===== src/rtl/prog_timer_pkg.sv =====
// Shared types and default widths for the programmable phase timer.
// Imported by the timer top and its prescaler.
package prog_timer_pkg;

  localparam int CNT_W_DEF = 32;
  localparam int PRE_W_DEF = 16;

  typedef enum logic [1:0] {
    S_IDLE,
    S_RUN,
    S_PAUSE,
    S_DONE
  } state_t;

endpackage


===== src/rtl/tick_prescaler.sv =====
// Free-running divider: one tick every div+1 enabled cycles.
// The count is frozen while en is low and cleared by clr.
module tick_prescaler
  import prog_timer_pkg::*;
#(
  parameter int W = PRE_W_DEF
) (
  input  logic         clk,
  input  logic         rst,
  input  logic         clr,
  input  logic         en,
  input  logic [W-1:0] div,
  output logic         tick
);

  logic [W-1:0] cnt;

  assign tick = en && (cnt == div);

  always_ff @(posedge clk or negedge rst) begin
    if (!rst) begin
      cnt <= '0;
    end else if (clr) begin
      cnt <= '0;
    end else if (en) begin
      cnt <= tick ? '0 : cnt + {{(W-1){1'b0}}, 1'b1};
    end
  end

endmodule


===== src/rtl/prog_phase_timer.sv =====
// Programmable countdown timer with prescaler, pause and abort.
// Duration is value << freq_sel prescaled ticks.
module prog_phase_timer
  import prog_timer_pkg::*;
#(
  parameter int CNT_W = CNT_W_DEF,
  parameter int PRE_W = PRE_W_DEF
) (
  input  logic               clk,
  input  logic               rst,
  input  logic               start,
  input  logic               abort,
  input  logic               pause,
  input  logic [1:0]         freq_sel,
  input  logic [CNT_W-1:0]   value,
  input  logic [PRE_W-1:0]   tick_div,
  output logic [CNT_W+2:0]   remaining,
  output logic               busy,
  output logic               paused,
  output logic               done,
  output logic               expired
);

  localparam int RW = CNT_W + 3;

  state_t           state;
  logic [PRE_W-1:0] div_q;
  logic [RW-1:0]    scaled;
  logic             tick;
  logic             run;

  assign scaled  = {3'b000, value} << freq_sel;
  assign run     = (state == S_RUN);
  assign busy    = (state == S_RUN) || (state == S_PAUSE);
  assign paused  = (state == S_PAUSE);
  assign expired = (state == S_DONE);

  tick_prescaler #(.W(PRE_W)) u_pre (
    .clk  (clk),
    .rst  (rst),
    .clr  (start | abort),
    .en   (run),
    .div  (div_q),
    .tick (tick)
  );

  always_ff @(posedge clk or negedge rst) begin
    if (!rst) begin
      state     <= S_IDLE;
      remaining <= '0;
      div_q     <= '0;
      done      <= 1'b0;
    end else begin
      done <= 1'b0;
      if (abort) begin
        state     <= S_IDLE;
        remaining <= '0;
      end else if (start) begin
        div_q     <= tick_div;
        remaining <= scaled;
        if (scaled == '0) begin
          state <= S_DONE;
          done  <= 1'b1;
        end else begin
          state <= S_RUN;
        end
      end else begin
        case (state)
          // A tick landing with pause still counts before freezing.
          S_RUN: begin
            if (tick && remaining == RW'(1)) begin
              remaining <= '0;
              state     <= S_DONE;
              done      <= 1'b1;
            end else begin
              if (tick) remaining <= remaining - RW'(1);
              if (pause) state <= S_PAUSE;
            end
          end
          S_PAUSE: begin
            if (!pause) state <= S_RUN;
          end
          default: ;
        endcase
      end
    end
  end

endmodule


===== config.mk =====
export PLATFORM = sky130hd
export DESIGN_NAME = prog_phase_timer
export DESIGN_NICKNAME = d
export VERILOG_FILES = /design/src/rtl/prog_timer_pkg.sv /design/src/rtl/tick_prescaler.sv /design/src/rtl/prog_phase_timer.sv
export SDC_FILE = /design/constraint.sdc
export NUM_CORES = 1
export LEC_CHECK = 0
export BUFFER_PORTS_ARGS = -buffer_cell sky130_fd_sc_hd__buf_4
export CAP_MARGIN = 20
export CORE_MARGIN = 1.5
export CORE_UTILIZATION = 45
export CTS_CLUSTER_DIAMETER = 80
export DETAILED_ROUTE_END_ITERATION = 7
export GPL_ROUTABILITY_DRIVEN = 0
export PLACE_DENSITY_LB_ADDON = 0.2
export SKIP_CTS_REPAIR_TIMING = 1
export SLEW_MARGIN = 30
export SYNTH_ARGS = -nofsm -noshare
export SYNTH_HDL_FRONTEND = slang
export SYNTH_HIERARCHICAL = 1
export SYNTH_SLANG_ARGS = --single-unit

===== constraint.sdc =====
create_clock -name clk -period 7.5 [get_ports clk]
set_clock_uncertainty 0.05 [all_clocks]
set_input_delay 1.125 -clock clk [delete_from_list [all_inputs] [get_ports clk]]
set_output_delay 1.125 -clock clk [all_outputs]
set_load 0.005 [all_outputs]

== Word level (Yosys, flattened, before mapping) ==
Cells that the tools add are included.
Cells by class
  add/sub/neg operators: 2
  equality and inequality tests: 7
  shifts and indexed selects: 1
  multiplexer cells: 20
  bitwise gates (word level): 2
  reduce and logical (&&, ||, !) cells: 11
Operators with widths (number)
  $mux W35: 5
  $mux W16: 3
  $eq A35 B1 Y1 const B: 1
  $logic_not A35 Y1: 1
  $shl A32 B2 Y35: 1
  $sub A35 B1 Y35 const B: 1
  $add A16 B1 Y16 const B: 1
  $eq A16 B16 Y1: 1
  $mux W2: 6
  $reduce_bool A4 Y1: 2
  $mux W1: 5
  $ne A5 B5 Y1 const B: 1
  $eq A2 B2 Y1 const B: 2
  $ne A4 B4 Y1 const B: 1
  $pmux W2 S2: 1
  $reduce_and A2 Y1: 2
  $reduce_and A3 Y1: 1
  $reduce_bool A3 Y1: 1
  $eq A2 B1 Y1 const B: 1
  $logic_and A1 B1 Y1: 2
  $reduce_bool A2 Y1: 1
  $logic_or A1 B1 Y1: 1
  $not A1 Y1: 1
  $or A1 B1 Y1: 1
Word-level totals
  register bits: 70
  word-level logic and storage cells: 48

== Logic depth before layout (Yosys ltp) ==
  depth after elaboration: 7
  depth in mapped cells: 12
  depth with buffers taken out: 10

== Modules after synthesis ==
The synthesis kept the hierarchy.
Modules (own cells, without submodules)
  prog_phase_timer: instances 1, cells each 438, area each 4013.8 µm²
  tick_prescaler: instances 1, cells each 123, area each 1099.8 µm²

== Worst setup path before layout ==
OpenSTA, ideal clock, no wires.
  path kind: input port to flip-flop
  from: input port freq_sel[0]
  to: register state[1]
  library setup time: 94 ps
  arrival: 3392 ps
  data required time: 7356 ps
  path slack: 3964 ps
  stages on the path: 8
  buffers on the path: 2
  cell sequence: clkbuf_1 > buf_1 > mux4_2 > nor4_1 > o2111ai_1 > nor4_1 > nand2_1 > a211oi_1
Between the ends
  word-level cells in the longest chain between the ends: 5
RTL lines
  start, declared: RTL line prog_phase_timer.sv:14  | input logic [1:0] freq_sel,
  $shl A32 B2 Y35: RTL line prog_phase_timer.sv:32  | assign scaled = {3'b000, value} << freq_sel;
  $logic_not A35 Y1: RTL line prog_phase_timer.sv:61  | if (scaled == '0) begin
  $mux W2: RTL line prog_phase_timer.sv:61
  $mux W2: RTL line prog_phase_timer.sv:58  | end else if (start) begin
  $mux W2: RTL line prog_phase_timer.sv:55  | if (abort) begin
  end signal, assigned: RTL line prog_phase_timer.sv:56  | state <= S_IDLE;
  end signal, assigned: RTL line prog_phase_timer.sv:62  | state <= S_DONE;
  end signal, assigned: RTL line prog_phase_timer.sv:65  | state <= S_RUN;
  end, declared: RTL line prog_phase_timer.sv:26  | state_t state;
Every way passes these cells.
A chain may end at the register's enable or synchronous reset.

== Final worst setup path ==
  from: register u_pre.cnt[11]
  to: register remaining[33]
Between the ends
  word-level cells in the longest chain between the ends: 7
RTL lines
  start, declared: RTL line tick_prescaler.sv:16  | logic [W-1:0] cnt;
  start signal, assigned: RTL line tick_prescaler.sv:26  | cnt <= tick ? '0 : cnt + {{(W-1){1'b0}}, 1'b1};
  $eq A16 B16 Y1 (*): RTL line tick_prescaler.sv:18  | assign tick = en && (cnt == div);
  $logic_and A1 B1 Y1 (*): RTL line tick_prescaler.sv:18
  net tick: RTL line prog_phase_timer.sv:29  | logic tick;
  $logic_and A1 B1 Y1: RTL line prog_phase_timer.sv:71  | if (tick && remaining == RW'(1)) begin
  $mux W35: RTL line prog_phase_timer.sv:71
  $mux W35: RTL line prog_phase_timer.sv:68  | case (state)
  $mux W35: RTL line prog_phase_timer.sv:58
  $mux W35: RTL line prog_phase_timer.sv:55
  end signal, assigned: RTL line prog_phase_timer.sv:60  | remaining <= scaled;
  end signal, assigned: RTL line prog_phase_timer.sv:76  | if (tick) remaining <= remaining - RW'(1);
  end, declared: RTL line prog_phase_timer.sv:17  | output logic [CNT_W+2:0] remaining,
The timed path passes the listed nets; every way through them passes the cells marked *. The select of a mux whose other input is x is not followed.

==> reports/results.ini <==
[status]
run_status = finished clean

[route]
detailroute.via_count = 4954
avgViaCountPerCell = 6.351
drt_pre_antenna_iters = 6
detail-route-antenna-nets = 0
drt_wl_total_um = 15260
remaining_drc_errors = 0
dr.first_iter.drc_count = 549
avgRoutedWirePerCell_um = 19.56

[sta]
setup-tns-final_ns = 0
slew-limit-headroom_pct = 43.26
fmaxAchievable_mhz = 236.6
final.hold.worst_slack_ns = 0.4527
finalHoldViolations = 0
report.final.setup_viol = 0
finalWorstPathRequiredPeriod_ns = 4.226
post-route-period-util_pct = 56.34
rsz0062_at_grt = no
final_max_slew_viol_count = 0
worstMarginPinSlew_ns = 0.8448

[pwr]
powerDensity_nw_per_um2 = 196.3
irDropWorstVdd_uv = 135.3
leakagePower_uw = 0.002732
p_total_uw = 1215

[worst_hold_path]
hold_path.class = reg -> reg

[synthesis]
post-synth-top-area-cell = sky130_fd_sc_hd__dfrtp_1
count_of_flip_flops_with_a_built_in_enable_after_synthesis = 0
ys.flop_type = sky130_fd_sc_hd__dfrtp_1
postSynthRegisterBits = 70
synth_cells = 561
synth.lib_cells_used.distinct = 61
syn-num-nets = 622
synth_most_common_cell = sky130_fd_sc_hd__nand2_1
synthArstFlopShare_pct = 100.0
seq_area_frac_synth_pct = 34.25
synth_top_area_share_pct = 34.25
top_post_synthesis_cells_by_area = sky130_fd_sc_hd__dfrtp_1, sky130_fd_sc_hd__mux4_2, sky130_fd_sc_hd__nand2_1, sky130_fd_sc_hd__nor3_1, sky130_fd_sc_hd__mux2i_1
ys.warnings.count = 6
syn_area_um2 = 5114
post_synth.cell_area_avg_um2 = 9.115
yosys-top-cells-count = sky130_fd_sc_hd__nand2_1, sky130_fd_sc_hd__dfrtp_1, sky130_fd_sc_hd__nor2_1, sky130_fd_sc_hd__nor3_1, sky130_fd_sc_hd__o21ai_0

[finish]
layout.nets = 696
final_instance_area_um2 = 6186
fraction_of_final_layout_cells_with_drive_strength_greater_than_1_pct = 24.38
fill_cells = 1006
area_growth_syn_to_layout_pct = 20.97
final_cell_count_no_fill = 780
antenna-diode-count = 0

[die]
floorplan.rows = 38
floorplan.die.height_um = 109.6
core_box_area_um2 = 10980
die-width_um = 109.6
top_level_port_count = 94
floorplan.initialDensity_pct = 46.56
floorplan.die_area_um2 = 12010

[setup_path]
timing.critical_path.buf_inv = 0
timing.critical_path.slowest_stage_cell = sky130_fd_sc_hd__nor4_4
end_kind = flip-flop
arrival_ns = 4.40
r2r_setup_slack_ns = 3.27
crit_path_start_kind = flip-flop
path_class = reg -> reg
critPathMaxFanout = 34
timing.critical_path.slowest_cell_delay_ns = 0.68
crit_chain = xnor2_1 -> nand4_1 -> or4_4 -> nor4b_4 -> and3b_1 -> nand3_1 -> nor4_4 -> or2_2 -> o21ai_0 -> a221o_1
worstPathRequired_ns = 7.68
cp_top_family = simple AND/OR/NAND/NOR gates

[clock_tree]
clock-root-buffer = sky130_fd_sc_hd__clkbuf_16
clock_path_buffers = 2
cts.sink_count = 70
clk_latency_ns = 0.35
cts_inserted_buffers = 9
cts_htree_levels = 3
path_clk_slew_ns = 0.06
tritoncts_clock_tree = yes

[global_route]
first_global_vias = 4587
maximum_number_of_pins_on_one_net_before_global_route_repair = 71
globalRouteTotalUtil_pct = 26.52
overflow = 0
grt_antenna_before_repair = 0
grt_first_pass_wirelength_um = 24190

[placement]
place.port_buffers = 93
dpl.hpwl_um = 10900
placed_area_um2 = 5871
cell_count_post_placement = 764

[flow_run]
max_cap_viol_count = 0

==> per-stage QoR <==
| step | worst slack, ns | util, % |
|---|---|---|
| after floorplan | 3.964 | - |
| after global placement | 3.136 | 53.41 |
| after detailed placement | 3.338 | 53.45 |
| after CTS | 3.309 | 56.28 |
| after global routing | 3.024 | 56.32 |
| final | 3.274 | 56.32 |
==> sequential cells by signal (all words and copies together), names as in the netlist <==
signal and flops:
state 2, u_pre/cnt 16, done 1, div_q 16
remaining 35
==> worst paths after layout <==
path,cells after the start,end,startpoint
worst max-delay path,10,remaining[33]$_DFFE_PN0P_,u_pre/cnt[11]$_DFFE_PN0P_
worst min-delay path,2,div_q[14]$_DFFE_PN0P_,div_q[14]$_DFFE_PN0P_
worst max register to register,10,remaining[33]$_DFFE_PN0P_,u_pre/cnt[11]$_DFFE_PN0P_
worst min register to register,2,div_q[14]$_DFFE_PN0P_,div_q[14]$_DFFE_PN0P_
max in group asynchronous,1,remaining[24]$_DFFE_PN0P_,rst
min in group asynchronous,1,div_q[3]$_DFFE_PN0P_,rst
==> report_power, final <==
part | total, uW | internal, uW | switching, uW
Clock | 450 | 275 | 175
Combinational | 303 | 139 | 164
Sequential | 461 | 411 | 50.5
Total | 1210 | 825 | 390
==> cell type report <==
class                      count  area [um^2]  area share [%]
clock inverter                 5        57.56          0.9304
inverter                      11        41.29          0.6675
clock buffer                  11        252.7           4.086
tap                          140        175.2           2.832
timing repair buffer          96        724.4           11.71
multi-input combinational    447         3183           51.46
sequential                    70         1752           28.32
==> tightest hold or removal path, delay by kind of cell (launching register included) <==
kind / cells / cell delay [ns]
AND/OR/NAND/NOR: 2 / 0.10
flip-flops: 1 / 0.36
==> routing by layer <==
metal | vias to the layer above | GRT usage (%) | wire, um | share of wire, %
met3 | 37 | 3.557 | 1077 | 7.1
li1 | 2269 | - | - | -
met4 | 0 | 12.34 | 397 | 2.6
met5 | - | 0 | 0 | 0
met1 | 2409 | 36.03 | 6516 | 43
met2 | 239 | 41.93 | 7263 | 48
==> layout by cell type, fill, tap and decap left out, types with 4 or more instances in the layout <==
| master | n |
|---|---|
| sky130_fd_sc_hd__a211oi_1 | 5 |
| sky130_fd_sc_hd__a21o_1 | 6 |
| sky130_fd_sc_hd__a21oi_1 | 11 |
| sky130_fd_sc_hd__a221o_1 | 10 |
| sky130_fd_sc_hd__a22o_1 | 13 |
| sky130_fd_sc_hd__a22oi_1 | 5 |
| sky130_fd_sc_hd__and2_1 | 5 |
| sky130_fd_sc_hd__and3_1 | 5 |
| sky130_fd_sc_hd__buf_4 | 95 |
| sky130_fd_sc_hd__clkbuf_16 | 9 |
| sky130_fd_sc_hd__dfrtp_1 | 70 |
| sky130_fd_sc_hd__ha_1 | 6 |
| sky130_fd_sc_hd__inv_1 | 11 |
| sky130_fd_sc_hd__mux2_2 | 6 |
| sky130_fd_sc_hd__mux2i_1 | 16 |
| sky130_fd_sc_hd__mux4_2 | 24 |
| sky130_fd_sc_hd__nand2_1 | 84 |
| sky130_fd_sc_hd__nand2b_1 | 6 |
| sky130_fd_sc_hd__nand3_1 | 19 |
| sky130_fd_sc_hd__nand4_1 | 9 |
| sky130_fd_sc_hd__nor2_1 | 39 |
| sky130_fd_sc_hd__nor3_1 | 36 |
| sky130_fd_sc_hd__nor4_1 | 22 |
| sky130_fd_sc_hd__nor4b_1 | 5 |
| sky130_fd_sc_hd__o21ai_0 | 30 |
| sky130_fd_sc_hd__o21ai_1 | 6 |
| sky130_fd_sc_hd__o31ai_1 | 4 |
| sky130_fd_sc_hd__or4_1 | 6 |
| sky130_fd_sc_hd__xnor2_1 | 6 |
| sky130_fd_sc_hd__xor2_1 | 18 |
==> cells by family (layout without fill, tap and decap cells) <==
logic type / Yosys count / count (layout) / synth area share (%)
AO/OA/AOI/OAI: 110 / 110 / 15.02
AND/OR/NAND/NOR: 261 / 261 / 26.45
flip-flops: 70 / 70 / 34.25
adder cells (fa/ha/maj): 6 / 6 / 1.468
XOR/XNOR: 24 / 24 / 4.111
buffers and inverters: 44 / 123 / 3.670
multiplexers: 46 / 46 / 15.02
(Power assumes the default switching activity.)
